`src/rtl/arith_pkg.sv`:
```
// Shared definitions for the serial arithmetic blocks: FSM state encoding and default operand width.
package arith_pkg;

    typedef enum logic [1:0] {
        IDLE = 2'd0,
        RUN  = 2'd1,
        DONE = 2'd2
    } serial_state_t;

    localparam int DEFAULT_WIDTH = 4;

endpackage

```
`src/rtl/fa_1bit.sv`:
```
// Single-bit full adder cell used by the serial arithmetic datapaths.
module fa_1bit (
    input  logic a,
    input  logic b,
    input  logic cin,
    output logic sum,
    output logic cout
);

    assign sum  = a ^ b ^ cin;
    assign cout = (a & b) | (a & cin) | (b & cin);

endmodule

```
`src/rtl/sub_nbit_serial_using_fa_1bit.sv`:
```
// Bit-serial subtractor diff = a - b - bin, LSB first, one bit per clock through one fa_1bit cell.
// Define SUB_SERIAL_OVF_EN to add the signed-overflow output ovf.
module sub_nbit_serial_using_fa_1bit
    import arith_pkg::*;
#(
    parameter int WIDTH = DEFAULT_WIDTH
) (
    input  logic             clk,
    input  logic             rst_n,
    input  logic             start,
    input  logic [WIDTH-1:0] a,
    input  logic [WIDTH-1:0] b,
    input  logic             bin,
    output logic             busy,
    output logic             done,
    output logic [WIDTH-1:0] diff,
    output logic             bout
`ifdef SUB_SERIAL_OVF_EN
    ,
    output logic             ovf
`endif
);

    localparam int CW = (WIDTH > 1) ? $clog2(WIDTH) : 1;
    localparam logic [CW-1:0] LAST_BIT = CW'(WIDTH - 1);

    serial_state_t    state_reg, state_next;
    logic [WIDTH-1:0] a_reg, a_next;
    logic [WIDTH-1:0] b_reg, b_next;
    logic [WIDTH-1:0] diff_reg, diff_next;
    logic             bout_reg, bout_next;
    logic             carry_reg, carry_next;
    logic [CW-1:0]    count_reg, count_next;
`ifdef SUB_SERIAL_OVF_EN
    logic             ovf_reg, ovf_next;
`endif

    logic fa_a, fa_b, fa_sum, fa_cout;

    // Subtraction as a + ~b + carry, with the carry seeded by ~bin at acceptance.
    assign fa_a = a_reg[count_reg];
    assign fa_b = ~b_reg[count_reg];

    fa_1bit u_fa (
        .a    (fa_a),
        .b    (fa_b),
        .cin  (carry_reg),
        .sum  (fa_sum),
        .cout (fa_cout)
    );

    // Only the bit under the counter is written; the rest hold their previous value.
    generate
        for (genvar gi = 0; gi < WIDTH; gi++) begin : g_diff_bit
            assign diff_next[gi] = (state_reg == RUN && count_reg == CW'(gi)) ? fa_sum
                                                                               : diff_reg[gi];
        end
    endgenerate

    always_comb begin
        state_next = state_reg;
        a_next     = a_reg;
        b_next     = b_reg;
        bout_next  = bout_reg;
        carry_next = carry_reg;
        count_next = count_reg;
`ifdef SUB_SERIAL_OVF_EN
        ovf_next   = ovf_reg;
`endif
        case (state_reg)
            IDLE: begin
                if (start) begin
                    state_next = RUN;
                    a_next     = a;
                    b_next     = b;
                    carry_next = ~bin;
                    count_next = '0;
                end
            end
            RUN: begin
                carry_next = fa_cout;
                if (count_reg == LAST_BIT) begin
                    state_next = DONE;
                    count_next = '0;
                    bout_next  = ~fa_cout;
`ifdef SUB_SERIAL_OVF_EN
                    ovf_next   = carry_reg ^ fa_cout;
`endif
                end else begin
                    count_next = count_reg + 1'b1;
                end
            end
            DONE: begin
                state_next = IDLE;
            end
            default: begin
                state_next = IDLE;
            end
        endcase
    end

    always_ff @(posedge clk or negedge rst_n) begin
        if (!rst_n) begin
            state_reg <= IDLE;
            a_reg     <= '0;
            b_reg     <= '0;
            diff_reg  <= '0;
            bout_reg  <= 1'b0;
            carry_reg <= 1'b0;
            count_reg <= '0;
`ifdef SUB_SERIAL_OVF_EN
            ovf_reg   <= 1'b0;
`endif
        end else begin
            state_reg <= state_next;
            a_reg     <= a_next;
            b_reg     <= b_next;
            diff_reg  <= diff_next;
            bout_reg  <= bout_next;
            carry_reg <= carry_next;
            count_reg <= count_next;
`ifdef SUB_SERIAL_OVF_EN
            ovf_reg   <= ovf_next;
`endif
        end
    end

    assign busy = (state_reg != IDLE);
    assign done = (state_reg == DONE);
    assign diff = diff_reg;
    assign bout = bout_reg;
`ifdef SUB_SERIAL_OVF_EN
    assign ovf  = ovf_reg;
`endif

endmodule

```
`config.mk`:
```
export PLATFORM = sky130hd
export DESIGN_NAME = sub_nbit_serial_using_fa_1bit
export DESIGN_NICKNAME = d
export VERILOG_FILES = /design/src/rtl/arith_pkg.sv /design/src/rtl/fa_1bit.sv /design/src/rtl/sub_nbit_serial_using_fa_1bit.sv
export SDC_FILE = /design/constraint.sdc
export NUM_CORES = 1
export LEC_CHECK = 0
export CAP_MARGIN = 30
export CORE_MARGIN = 3
export CORE_UTILIZATION = 35
export DETAILED_ROUTE_END_ITERATION = 10
export MAX_ROUTING_LAYER = met4
export SLEW_MARGIN = 20
export SYNTH_ARGS = -nofsm -noshare
export SYNTH_HDL_FRONTEND = slang
export SYNTH_HIERARCHICAL = 1
export SYNTH_SLANG_ARGS = --single-unit
```
`constraint.sdc`:
```
create_clock -name clk -period 5.2 [get_ports clk]
set_input_delay 1.04 -clock clk [delete_from_list [all_inputs] [get_ports clk]]
set_output_delay 1.04 -clock clk [all_outputs]
set_load 0.05 [all_outputs]
```
==> reports/qor.yml <==
setup_path:
  crit_arrival_ns: 1.87
  worstPathCellList: "or2_2, clkdlybuf4s50_1"
  crit_required_ns: 4.16
  critPathMaxStageDelay_ns: 0.79
  path_class: "register to primary output"
  startpoint_type: "register"
  slowest_stage: "clkdlybuf4s50_1"
  critPathMaxFanout: 13
  end_kind: "primary output"
cells_and_area:
  fin_cells: 112
  antenna_cells: 0
  drive_gt1_share_pct: 26.2
  syn_to_final_growth_pct: 26.8
  fin_nets: 102
  layout_common_cells: "18 x dfrtp_1, 18 x clkdlybuf4s50_1, 12 x mux2_2"
  num-fill-cells: 213
routing:
  wl_per_cell_um: 12.8
  firstDrtPassIters: 3
  vias: 535
  via_per_inst: 4.78
  drtAntennaViolNets: 0
  drt_iter0_drc: 4
  drc: 0
  wirelength_um: 1440
die:
  die_w_um: 56.5
  die_h_um: 56.5
  rows: 17
  core_area_um2: 2320
  die-area_um2: 3190
  initial_utilization_pct: 38.5
  ios: 19
clock_network:
  cts_tree: "yes"
  insertion_delay_ns: 0.28
  cts_max_level: 1
  clk_pin_slew_ns: 0.10
  postCtsHoldBufs: 0
  cts_setup_buffers: 0
  cts.sinks: 18
  cts-resized-gates: 0
  ctsRootBufferMaster: "clkbuf_4"
  numCtsBuffers: 3
  cts_buffer_depth: 2
logic_synthesis:
  synth_flop_cell: "dfrtp_1"
  syn_area_per_cell_um2: 13.9
  syn-num-nets: 81
  synth_edf_count: 0
  ys_ff_latch: 18
  ys_seq_area_share_pct: 50.5
  async_flop_share_pct: 100
  ys_types: 21
  yosysWarnings: 6
  synth_cells: 64
  syn-cell-area_um2: 892
power_and_ir_drop:
  p_per_area_nw_per_um2: 673
  power_mw: 0.761
  p_leak_nw: 0.492
  vdd_drop_max_mv: 0.346
global_route:
  antenna_found_initial: 0
  grt_pass1_wl_um: 2740
  gr-usage-all-layers_pct: 11.3
  grt_pass1_vias: 610
  grt-ovfl-total: 0
  grt_max_degree: 19
placed_design:
  numPortBuffers: 18
  gp_routability_congestion: 0.672
  placedCellCount: 108
  pre_cts_slack_ns: 2.60
  dp_hpwl_um: 1070
timing:
  worst_slew_pin_slew_ns: 0.807
  fmax_mhz: 344
  finalClockSkew_ns: 0.00100
  tns_ns: 0
  post-route-period-util_pct: 56.0
  setup_viol: 0
  final_max_slew_viol_count: 0
  finalHoldViolCount: 0
  relSlewSlack_pct: 46.1
  min_period_ns: 2.91
  whs_ns: 0.513
  rsz0062_at_grt: "false"
  fin_ws_ns: 2.29
job:
  maxCapViolCount: 0
status:
  status: "complete, no violations"
min_path:
  hp-class: "register to register"
-- cells in the mapped netlist (2+ instances only) --
library cell	n	area share, %
dfrtp_1	18	50
a22o_1	2	2.0
mux4_2	2	5.0
nand3b_1	4	3.4
ha_1	4	5.6
nor2_1	2	0.84
nor2b_1	2	1.4
inv_1	6	2.5
mux2_2	12	15
-- critical path: cells and delay by family, from the launching register on --
kind / cells / cell delay (ns)
simple gates: 1 / 0.18
buf+inv: 1 / 0.79
flops: 1 / 0.61
-- layout make-up --
type / instances / area [um^2] / share of cell area, %
clock buffers: 4 / 36.3 / 3.21
inverters: 6 / 22.5 / 1.99
multi-input cells: 38 / 407 / 36.0
flip-flops and latches: 18 / 450 / 39.8
well taps: 28 / 35.0 / 3.10
repair buffers: 18 / 180 / 15.9
-- power breakdown --
group / internal, mW / switching [mW] / total, mW
logic: 0.201 / 0.204 / 0.405
clock network: 0.0426 / 0.0417 / 0.0843
registers: 0.211 / 0.0611 / 0.272
-- through the flow --
step                instance area, um^2  utilization, %
finish                             1130            48.8
global route                       1130            48.8
floorplan                           892               -
CTS                                1130            48.8
detailed placement                 1090            47.2
global placement                   1090            47.2
-- logic make-up after synthesis --
kind of cell | Yosys count | synth area share (%)
buf+inv | 8 | 3.93
compound gates | 5 | 5.05
simple gates | 13 | 11.4
fa+ha+maj | 5 | 7.85
mux | 15 | 21.3
flops | 18 | 50.5
-- final timing paths --
check	startpoint	to	slack (ns)	depth (start not counted)
min reg2reg	b_reg[0]$_DFFE_PN0P_	b_reg[0]$_DFFE_PN0P_	0.51	1
min in group asynchronous	rst_n	diff[3]$_DFFE_PN0P_	1.21	1
max reg2reg	count_reg[0]$_DFFE_PN0P_	diff[3]$_DFFE_PN0P_	3.18	3
max in group asynchronous	rst_n	state_reg[1]$_DFFE_PN0P_	3.49	1
max	state_reg[0]$_DFFE_PN0P_	busy	2.29	2
min	b_reg[0]$_DFFE_PN0P_	b_reg[0]$_DFFE_PN0P_	0.51	1
-- per-layer routing --
metal | track usage, % | vias up | share of wire [%]
met5 | - | - | 0
met4 | 5.08 | 0 | 1.4
met3 | 2.53 | 2 | 6.0
met2 | 17.7 | 14 | 46
met1 | 14.0 | 257 | 47
li1 | - | 262 | -
No activity file was read; power rests on OpenSTA's default activity.
